`config.mk`:
```
export PLATFORM = sky130hd
export DESIGN_NAME = needs_engine
export DESIGN_NICKNAME = d
export VERILOG_FILES = /design/src/rtl/needs_pkg.sv /design/src/rtl/need_channel.sv /design/src/rtl/needs_engine.sv
export SDC_FILE = /design/constraint.sdc
export NUM_CORES = 1
export LEC_CHECK = 0
export CORE_ASPECT_RATIO = 0.6
export CORE_MARGIN = 10
export CORE_UTILIZATION = 40
export CTS_CLUSTER_DIAMETER = 120
export DETAILED_ROUTE_END_ITERATION = 8
export HOLD_SLACK_MARGIN = 0.05
export PLACE_DENSITY = 0.56
export SYNTH_ARGS = -nofsm -noshare
export SYNTH_HDL_FRONTEND = slang
export SYNTH_SLANG_ARGS = --single-unit
```
`constraint.sdc`:
```
create_clock -name clk -period 10.1 [get_ports clk]
set_clock_uncertainty 0.1 [all_clocks]
set_input_delay 1.01 -clock clk [delete_from_list [all_inputs] [get_ports clk]]
set_output_delay 1.01 -clock clk [all_outputs]
set_load 0.005 [all_outputs]
```
`src/rtl/needs_pkg.sv`:
```
// Shared definitions for the need-level engine: level widths, action codes,
// FSM state encoding and the saturating level arithmetic.
package needs_pkg;

  localparam int LEVEL_W   = 4;
  localparam int LEVEL_MAX = 15;

  localparam int NEED_N       = 5;
  localparam int NEED_HUNGER  = 0;
  localparam int NEED_HAPPY   = 1;
  localparam int NEED_HEALTH  = 2;
  localparam int NEED_HYGIENE = 3;
  localparam int NEED_ENERGY  = 4;

  localparam logic [2:0] ACT_FEED     = 3'd0;
  localparam logic [2:0] ACT_PLAY     = 3'd1;
  localparam logic [2:0] ACT_MEDICINE = 3'd2;
  localparam logic [2:0] ACT_CLEAN    = 3'd3;
  localparam logic [2:0] ACT_SLEEP    = 3'd4;

  typedef enum logic [1:0] {
    ST_AWAKE    = 2'd0,
    ST_SLEEPING = 2'd1,
    ST_DEAD     = 2'd2
  } state_t;

  // Clamp a signed level+inc-dec sum into 0..LEVEL_MAX.
  function automatic logic [LEVEL_W-1:0] clamp_level(input logic signed [LEVEL_W+1:0] v);
    logic signed [LEVEL_W+1:0] top;
    top = (LEVEL_W+2)'(LEVEL_MAX);
    if (v[LEVEL_W+1])
      return '0;
    else if (v > top)
      return LEVEL_W'(LEVEL_MAX);
    else
      return v[LEVEL_W-1:0];
  endfunction

endpackage

```
`src/rtl/need_channel.sv`:
```
// One need: a tick-driven decay timer feeding a saturating 0..15 level register
// that also takes external increments, decrements and a clear.
module need_channel
  import needs_pkg::*;
#(
  parameter int PERIOD = 10,
  parameter int INIT   = 4
) (
  input  logic               clk,
  input  logic               rst_n,
  input  logic               tick,
  input  logic               timer_en,
  input  logic               hold,
  input  logic               inc,
  input  logic [LEVEL_W-1:0] dec,
  input  logic               clear,
  output logic [LEVEL_W-1:0] level,
  output logic               is_max
);

  localparam int TW = (PERIOD > 1) ? $clog2(PERIOD) : 1;
  localparam logic [TW-1:0] TIMER_LAST = TW'(PERIOD - 1);

  logic [TW-1:0]             timer_reg;
  logic [LEVEL_W-1:0]        level_reg;
  logic                      decay_inc;
  logic [1:0]                inc_total;
  logic signed [LEVEL_W+1:0] sum;
  logic [LEVEL_W-1:0]        level_next;

  assign decay_inc = tick && timer_en && !hold && (timer_reg == TIMER_LAST);
  // Decay plus an external increment never exceeds 2, so no extra cap is needed.
  assign inc_total = {1'b0, decay_inc} + {1'b0, inc};

  always_comb begin
    sum = $signed({2'b00, level_reg})
        + $signed({{LEVEL_W{1'b0}}, inc_total})
        - $signed({2'b00, dec});
    level_next = clear ? '0 : clamp_level(sum);
  end

  always_ff @(posedge clk) begin
    if (!rst_n) begin
      timer_reg <= '0;
      level_reg <= LEVEL_W'(INIT);
    end else if (!hold) begin
      if (tick && timer_en)
        timer_reg <= decay_inc ? '0 : timer_reg + 1'b1;
      level_reg <= level_next;
    end
  end

  assign level  = level_reg;
  assign is_max = (level_reg == LEVEL_W'(LEVEL_MAX));

endmodule

```
`src/rtl/needs_engine.sv`:
```
// Pet need engine: game-tick prescaler, AWAKE/SLEEPING/DEAD state machine,
// sleep counter and action decode driving five need channels.
module needs_engine
  import needs_pkg::*;
#(
  parameter int TICK_DIV      = 50000000,
  parameter int HUNGER_TICKS  = 10,
  parameter int HAPPY_TICKS   = 15,
  parameter int HEALTH_TICKS  = 30,
  parameter int HYGIENE_TICKS = 20,
  parameter int ENERGY_TICKS  = 12,
  parameter int RELIEF        = 4,
  parameter int SLEEP_TICKS   = 8,
  parameter int INIT_LEVEL    = 4
) (
  input  logic               clk,
  input  logic               rst_n,
  input  logic               action_valid,
  input  logic [2:0]         action_code,
  output logic               action_ready,
  output logic [LEVEL_W-1:0] hunger,
  output logic [LEVEL_W-1:0] happiness,
  output logic [LEVEL_W-1:0] health,
  output logic [LEVEL_W-1:0] hygiene,
  output logic [LEVEL_W-1:0] energy,
  output logic               tick,
  output logic               sleeping,
  output logic               dead
);

  localparam int PW = $clog2(TICK_DIV);
  localparam logic [PW-1:0] PRESC_LAST = PW'(TICK_DIV - 1);
  localparam int SW = $clog2(SLEEP_TICKS + 1);
  localparam logic [SW-1:0] SLEEP_LOAD = SW'(SLEEP_TICKS);
  localparam logic [LEVEL_W-1:0] RELIEF_AMT = LEVEL_W'(RELIEF);

  state_t             state_reg;
  logic [PW-1:0]      presc_reg;
  logic [SW-1:0]      sleep_cnt_reg;
  logic               ready_reg;
  logic               sleeping_reg;
  logic               dead_reg;

  logic               tick_w;
  logic               accept;
  logic               any_max;
  logic               go_dead;
  logic               hold;
  logic [NEED_N-1:0]  inc_v;
  logic [NEED_N-1:0]  clr_v;
  logic [NEED_N-1:0]  ten_v;
  logic [NEED_N-1:0]  max_v;
  logic [LEVEL_W-1:0] dec_v   [NEED_N];
  logic [LEVEL_W-1:0] level_v [NEED_N];

  assign tick_w  = (presc_reg == PRESC_LAST) && (state_reg != ST_DEAD);
  assign accept  = action_valid && ready_reg;
  assign any_max = |max_v;
  assign go_dead = any_max || (state_reg == ST_DEAD);
  assign hold    = (state_reg == ST_DEAD);

  always_ff @(posedge clk) begin
    if (!rst_n) begin
      state_reg     <= ST_AWAKE;
      presc_reg     <= '0;
      sleep_cnt_reg <= '0;
      ready_reg     <= 1'b1;
      sleeping_reg  <= 1'b0;
      dead_reg      <= 1'b0;
    end else begin
      // Parking the prescaler at 0 on the way into DEAD keeps tick quiet there.
      if (go_dead || presc_reg == PRESC_LAST)
        presc_reg <= '0;
      else
        presc_reg <= presc_reg + 1'b1;

      if (any_max) begin
        state_reg    <= ST_DEAD;
        ready_reg    <= 1'b0;
        sleeping_reg <= 1'b0;
        dead_reg     <= 1'b1;
      end else begin
        case (state_reg)
          ST_AWAKE: begin
            if (accept && action_code == ACT_SLEEP) begin
              state_reg     <= ST_SLEEPING;
              sleep_cnt_reg <= SLEEP_LOAD;
              ready_reg     <= 1'b0;
              sleeping_reg  <= 1'b1;
            end
          end
          ST_SLEEPING: begin
            if (tick_w) begin
              sleep_cnt_reg <= sleep_cnt_reg - 1'b1;
              if (sleep_cnt_reg == SW'(1)) begin
                state_reg    <= ST_AWAKE;
                ready_reg    <= 1'b1;
                sleeping_reg <= 1'b0;
              end
            end
          end
          ST_DEAD: begin
            state_reg <= ST_DEAD;
          end
          default: begin
            state_reg    <= ST_AWAKE;
            ready_reg    <= 1'b1;
            sleeping_reg <= 1'b0;
            dead_reg     <= 1'b0;
          end
        endcase
      end
    end
  end

  always_comb begin
    inc_v = '0;
    clr_v = '0;
    for (int i = 0; i < NEED_N; i++)
      dec_v[i] = '0;
    ten_v = {NEED_N{state_reg != ST_DEAD}};
    ten_v[NEED_ENERGY] = (state_reg == ST_AWAKE);
    if (accept) begin
      case (action_code)
        ACT_FEED:     dec_v[NEED_HUNGER] = RELIEF_AMT;
        ACT_PLAY: begin
          dec_v[NEED_HAPPY]  = RELIEF_AMT;
          inc_v[NEED_ENERGY] = 1'b1;
        end
        ACT_MEDICINE: dec_v[NEED_HEALTH] = RELIEF_AMT;
        ACT_CLEAN:    clr_v[NEED_HYGIENE] = 1'b1;
        default: ;
      endcase
    end
    // Sleep recovers energy one step per tick instead of letting it decay.
    if (state_reg == ST_SLEEPING && tick_w)
      dec_v[NEED_ENERGY] = LEVEL_W'(1);
  end

  genvar gi;
  generate
    for (gi = 0; gi < NEED_N; gi++) begin : g_need
      localparam int PERIOD = (gi == NEED_HUNGER)  ? HUNGER_TICKS  :
                              (gi == NEED_HAPPY)   ? HAPPY_TICKS   :
                              (gi == NEED_HEALTH)  ? HEALTH_TICKS  :
                              (gi == NEED_HYGIENE) ? HYGIENE_TICKS : ENERGY_TICKS;
      need_channel #(
        .PERIOD (PERIOD),
        .INIT   (INIT_LEVEL)
      ) u_chan (
        .clk      (clk),
        .rst_n    (rst_n),
        .tick     (tick_w),
        .timer_en (ten_v[gi]),
        .hold     (hold),
        .inc      (inc_v[gi]),
        .dec      (dec_v[gi]),
        .clear    (clr_v[gi]),
        .level    (level_v[gi]),
        .is_max   (max_v[gi])
      );
    end
  endgenerate

  assign hunger       = level_v[NEED_HUNGER];
  assign happiness    = level_v[NEED_HAPPY];
  assign health       = level_v[NEED_HEALTH];
  assign hygiene      = level_v[NEED_HYGIENE];
  assign energy       = level_v[NEED_ENERGY];
  assign tick         = tick_w;
  assign action_ready = ready_reg;
  assign sleeping     = sleeping_reg;
  assign dead         = dead_reg;

endmodule

```
==> flow_metrics.env, run 1 <==
export IMPL_status="finished clean"
export IMPL_fin_nets=567
export IMPL_drt_iter0_drc=314
export IMPL_largest_register_ffs=26
export IMPL_worst_pin_slew_ps=1106
export IMPL_slew_headroom=0.2608
export IMPL_synthFlopType="dfxtp_1"
export IMPL_reg2reg_from="presc_reg[0]$_SDFF_PP0_"
export IMPL_hold_path_startpoint="sleep_cnt_reg[1]$_SDFFE_PN0P_"
export IMPL_crit_type="primary input to register"
export IMPL_finalSetupTns_ps=0
export IMPL_cts_hold_buf=0
export IMPL_ys_seq_area_frac=0.3646
export IMPL_path_clk_slew_ps=60
export IMPL_syn_nets=542
export IMPL_fillers=989
export IMPL_synth_cell_types=58
export IMPL_track_usage=0.1317
export IMPL_antenna_left=0
export IMPL_hpwl_mm=7.247
export IMPL_fin_crit_sh=0.3848
export IMPL_place_gp_congestion=0.8773
export IMPL_worstPathArrival_ps=4030
export IMPL_syn_inst=507
export IMPL_dp_cells=656
export IMPL_grt_pass1_vias=3349
export IMPL_drc=0
export IMPL_end_kind="register"
export IMPL_synthArstFlopShare=0
export IMPL_grt_max_degree=38
export IMPL_power_density_mw_per_mm2=131.8
export IMPL_maxSlewViolCount=0
export IMPL_cts_root_buffer="clkbuf_16"
export IMPL_p_leak_nw=1.827
export IMPL_setup_viol=0
export IMPL_max_freq_ghz=0.2573
export IMPL_ctsResizeCount=0
export IMPL_post_cts_setup_buffer_count=0
export IMPL_yosysTopAreaCell="dfxtp_1"
export IMPL_wl_per_cell_um=14.69
export IMPL_yosys_register_bits=77
export IMPL_synth_top_area_share=0.3646
export IMPL_die_x_um=152.7
export IMPL_start_util=0.4190
export IMPL_syn_area_mm2=0.004228
export IMPL_cap_violations=0
export IMPL_grt_setup_unrepaired="false"
export IMPL_insertion_delay_ps=340
export IMPL_overflow=0
export IMPL_vias=3669
export IMPL_firstDrtPassIters=5
export IMPL_power_total_w=0.0006473
export IMPL_io_buffer_count=29
export IMPL_fp_dieH_um=99.64
export IMPL_whs_ps=378.4
export IMPL_area_growth_pct=16.16
export IMPL_hold_violations=0
export IMPL_synthTopCellsByArea="dfxtp_1 (36%), ha_1 (8.3%), xor2_1 (5.8%)"
export IMPL_cts_sinks=77
export IMPL_fp_coreArea_mm2=0.01009
export IMPL_max_vdd_ir_drop_mv=0.07623
export IMPL_routed_wl_mm=9.844
export IMPL_h_tree_depth=3
export IMPL_synth_edf_count=0
export IMPL_rows=28
export IMPL_layout_drive_gt1_share=0.04299
export IMPL_clk_path_buf_depth=2
export IMPL_hold_path_class="register to register"
export IMPL_cts_tree="yes"
export IMPL_die_area_mm2=0.01522
export IMPL_cp_startpoint="action_valid"
export IMPL_crit_required_ps=10240
export IMPL_syn_avg_cell_area_um2=8.339
export IMPL_cts_buffers=9
export IMPL_yosys_warnings=0
export IMPL_diodes=0
export IMPL_critPathMaxFanout=5
export IMPL_antenna_found_initial=0
export IMPL_io_pins=30
export IMPL_finalCriticalPeriod_ps=3887
export IMPL_grt_pass1_wl_mm=16.87
export IMPL_viasPerCell=5.476
export IMPL_critPathLaunchType="primary input"
export IMPL_stdcell_count=670
## stage by stage
step / utilization / instance area (um^2) / setup slack (ps)
2_1_floorplan: - / 4228 / 6555
3_3_place_gp: 0.4588 / 4629 / 6034
3_5_place_dp: 0.4588 / 4629 / 5821
4_1_cts: 0.4867 / 4911 / 6184
5_1_grt: 0.4867 / 4911 / 5804
6_report: 0.4867 / 4911 / 6213
## kinds of logic after synthesis
group                    synth area share
adder cells (fa/ha/maj)           0.08760
AND/OR/NAND/NOR                    0.2829
flip-flops                         0.3646
buffers and inverters             0.03285
multiplexers                      0.01894
XOR/XNOR                          0.08287
AO/OA/AOI/OAI                      0.1302
## final cells by class
type,instances,area (um^2),share of cell area
clock inverters,2,35.03,0.007134
inverters,17,63.81,0.01299
clock buffers,12,246.5,0.05019
multi-input cells,396,2550,0.5192
flip-flops and latches,77,1541,0.3139
well taps,135,168.9,0.03439
repair buffers,31,305.3,0.06217
## metal layers
layer,GRT usage,vias up,wire [um]
met5,0,-,0
met1,0.1875,1684,5239
met2,0.1842,98,3916
li1,-,1871,-
met4,0.04161,0,141
met3,0.03871,16,547
## power by group
| part | switching [W] | internal [W] |
|---|---|---|
| clock | 0.000119 | 0.000195 |
| sequential | 0.00000410 | 0.000307 |
| combinational | 0.0000127 | 0.00000977 |
## cells in the final DEF, fill, tap and decap left out, types with 4 or more instances in the layout
cell type / instances
a31oi_1: 4
nand2b_1: 4
nor4b_1: 4
and3_1: 6
nand3_1: 37
nor3_1: 7
dfxtp_1: 77
a21oi_1: 38
nor2b_1: 6
or3_1: 8
o21ai_0: 16
or4_1: 4
xnor2_1: 12
nor2_1: 57
nand4_1: 16
mux2i_1: 8
inv_1: 16
ha_1: 28
clkdlybuf4s50_1: 29
nor4_1: 7
xor2_1: 28
nand2_1: 51
nand3b_1: 5
clkbuf_16: 9
## path summary, 6_finish.rpt
kind / to / slack [ps] / cells past startpoint
setup / recovery: g_need[4].u_chan.level[1]$_SDFFE_PN0N_ / 6210 / 11
hold / removal: sleep_cnt_reg[1]$_SDFFE_PN0P_ / 380 / 2
setup reg to reg: g_need[4].u_chan.level[1]$_SDFFE_PN0N_ / 6220 / 13
hold reg to reg: sleep_cnt_reg[1]$_SDFFE_PN0P_ / 380 / 2
## synth_stat cells (all sizes together) (3+ instances only)
cell / n
a21oi: 38
a221o: 3
a22oi: 3
a311oi: 3
a31oi: 4
and3: 6
and4b: 3
buf: 4
clkbuf: 13
dfxtp: 77
ha: 28
inv: 17
mux2i: 8
nand2: 51
nand2b: 4
nand3: 38
nand3b: 5
nand4: 16
nor2: 58
nor2b: 6
nor3: 9
nor3b: 3
nor4: 7
nor4b: 4
o21ai: 16
or3: 10
or4: 4
xnor2: 12
xor2: 28
## worst max-delay path: stages
cell	delay (ps)
clkdlybuf4s50_1	450
nand2_1	100
nor4b_1	670
fa_1	530
inv_1	60
ha_1	170
ha_1	210
nor2b_1	210
o211ai_1	120
and3_1	220
a311oi_1	270
No activity file was read; power rests on OpenSTA's default activity.
==> run 2, diff against run 1 <==
==> constraint.sdc (replaced) <==
create_clock -name clk -period 4 [get_ports clk]
set_clock_uncertainty 0.1 [all_clocks]
set_input_delay 0.4 -clock clk [delete_from_list [all_inputs] [get_ports clk]]
set_output_delay 0.4 -clock clk [all_outputs]
set_load 0.005 [all_outputs]
==> run 2 against run 1 <==
  * Sequential cell count unchanged
  * Worst setup slack got worse by 5900 ps
  * Combinational power increased to 2.7 times the previous value
  * Clock power increased to 2.8 times the previous value
  * Non-clock buffer count increased by 4
  * Sequential share of layout area decreased by 0.58 points
  * Core utilization increased by 0.92 points
  * Sequential power increased to 2.5 times the previous value
  * Total power increased to 2.7 times the previous value
  * Die area unchanged
  * First-iteration DRC count decreased by 33%
  * Largest cell class unchanged
==> flow_metrics.env, run 2 (same netlist as run 1, synthesis figures left out) <==
export IMPL_max_vdd_ir_drop_mv=0.2562
export IMPL_io_pins=30
export IMPL_busiest_layer="met1"
export IMPL_fp_coreArea_mm2=0.01009
export IMPL_gr_usage_met2=0.1839
export IMPL_place_gp_congestion=0.8286
export IMPL_layout_drive_gt1_share=0.05915
export IMPL_end_kind="register"
export IMPL_slew_headroom=0.5318
export IMPL_antenna_left=0
export IMPL_use_met3=0.03097
export IMPL_cts_root_buffer="clkbuf_16"
export IMPL_power_density_mw_per_mm2=346.4
export IMPL_die_area_mm2=0.01522
export IMPL_grt_use_met1=0.1983
export IMPL_cap_violations=0
export IMPL_grt_setup_unrepaired="false"
export IMPL_wl_per_cell_um=14.85
export IMPL_finalCriticalPeriod_ps=3677
export IMPL_routed_wl_mm=10.04
export IMPL_rows=28
export IMPL_r2r_setup_slack_ps=320
export IMPL_crit_type="register to register"
export IMPL_io_buffer_count=29
export IMPL_max_freq_ghz=0.2720
export IMPL_firstDrtPassIters=4
export IMPL_die_x_um=152.7
export IMPL_path_clk_slew_ps=60
export IMPL_multi_input_area_mm2=0.002567
export IMPL_grt_max_degree=38
export IMPL_start_util=0.4190
export IMPL_worst_pin_slew_ps=701.3
export IMPL_cts_tree="yes"
export IMPL_area_growth_pct=18.35
export IMPL_status="finished clean"
export IMPL_diodes=0
export IMPL_hold_violations=0
export IMPL_maxSlewViolCount=0
export IMPL_cts_sinks=77
export IMPL_cts_buffers=9
export IMPL_ctsResizeCount=0
export IMPL_insertion_delay_ps=330
export IMPL_drc=0
export IMPL_worst_r2r_endpoint="g_need[4].u_chan.level[0]$_SDFFE_PN0N_"
export IMPL_reg2reg_from="presc_reg[0]$_SDFF_PP0_"
export IMPL_finalSetupTns_ps=0
export IMPL_final_common_cell="dfxtp_1"
export IMPL_regArea_mm2=0.001541
export IMPL_fin_nets=571
export IMPL_fillers=969
export IMPL_setup_viol=0
export IMPL_fp_dieH_um=99.64
export IMPL_p_leak_nw=1.868
export IMPL_clk_path_buf_depth=2
export IMPL_fin_util=0.4959
export IMPL_hold_path_class="register to register"
export IMPL_cts_hold_buf=0
export IMPL_track_usage=0.1328
export IMPL_final_cell_mix="dfxtp_1 (77), nor2_1 (57), nand2_1 (51)"
export IMPL_drt_iter0_drc=209
export IMPL_grt_pass1_vias=3401
export IMPL_grt_pass1_wl_mm=17.32
export IMPL_critPathLaunchType="register"
export IMPL_worstPathArrival_ps=3810
export IMPL_critPathMaxFanout=7
export IMPL_viasPerCell=5.376
export IMPL_largest_register_ffs=26
export IMPL_vias=3634
export IMPL_fin_crit_sh=0.9192
export IMPL_cp_startpoint="presc_reg[0]$_SDFF_PP0_"
export IMPL_overflow=0
export IMPL_crit_end="g_need[4].u_chan.level[0]$_SDFFE_PN0N_"
export IMPL_reg2reg_depth=13
export IMPL_crit_required_ps=4130
export IMPL_hpwl_mm=7.329
export IMPL_post_cts_setup_buffer_count=0
export IMPL_h_tree_depth=3
export IMPL_antenna_found_initial=0
[run 2: final cells by class]
class,count,share of cell area
Timing Repair Buffer,35,0.06702
Clock buffer,12,0.05126
Clock inverter,4,0.01400
Inverter,17,0.01275
Multi-Input combinational cell,396,0.5131
Sequential cell,77,0.3081
Tap cell,135,0.03376
[run 2: worst min-delay path by stage]
stage | start | end | slack, ps | cells past startpoint
6_report | sleep_cnt_reg[1]$_SDFFE_PN0P_ | sleep_cnt_reg[1]$_SDFFE_PN0P_ | 370 | 2
5_1_grt | g_need[3].u_chan.timer_reg[1]$_SDFFE_PN0P_ | g_need[3].u_chan.timer_reg[1]$_SDFFE_PN0P_ | 400 | 2
4_1_cts | g_need[3].u_chan.timer_reg[1]$_SDFFE_PN0P_ | g_need[3].u_chan.timer_reg[1]$_SDFFE_PN0P_ | 380 | 2
3_5_place_dp | presc_reg[0]$_SDFF_PP0_ | presc_reg[0]$_SDFF_PP0_ | 360 | 1
3_3_place_gp | presc_reg[0]$_SDFF_PP0_ | presc_reg[0]$_SDFF_PP0_ | 350 | 1
2_1_floorplan | presc_reg[0]$_SDFF_PP0_ | presc_reg[0]$_SDFF_PP0_ | 340 | 1
[run 2: layer usage]
layer,wire length [um],part of all wire
met5,0,0
met1,5508,0.55
met3,358,0.036
met4,51,0.0051
met2,4119,0.41
[run 2: per-stage QoR]
| stage | cell area (um^2) | cells | worst slack, ps | hold WS [ps] | total power, W |
|---|---|---|---|---|---|
| after floorplan | 4228 | 507 | 455.0 | 337.8 | 0.0008332 |
| after global placement | 4659 | 660 | 340.8 | 354.0 | 0.0008610 |
| after detailed placement | 4659 | 660 | 133.8 | 364.7 | 0.0008614 |
| after CTS | 4986 | 676 | 117.7 | 375.7 | 0.001756 |
| after global routing | 5004 | 676 | 20.27 | 397.6 | 0.001786 |
| final | 5004 | 676 | 323.0 | 372.5 | 0.001733 |
[run 2: critical path: stages (launching register included)]
cell and delay [ps]:
dfxtp_1 390, ha_2 240, nand2_1 100, or3_4 410, or2_2 380, nor4_4 250
fa_1 450, inv_1 70, ha_1 170, ha_1 220, nor2b_1 210, o211ai_1 110
and3_1 220, a311oi_1 270
[run 2: where the power goes]
group | switching (W) | internal (W) | total (W)
registers | 0.0000106 | 0.000775 | 0.000785
logic | 0.0000329 | 0.0000265 | 0.0000594
clock network | 0.000310 | 0.000579 | 0.000888
total | 0.000353 | 0.00138 | 0.00173
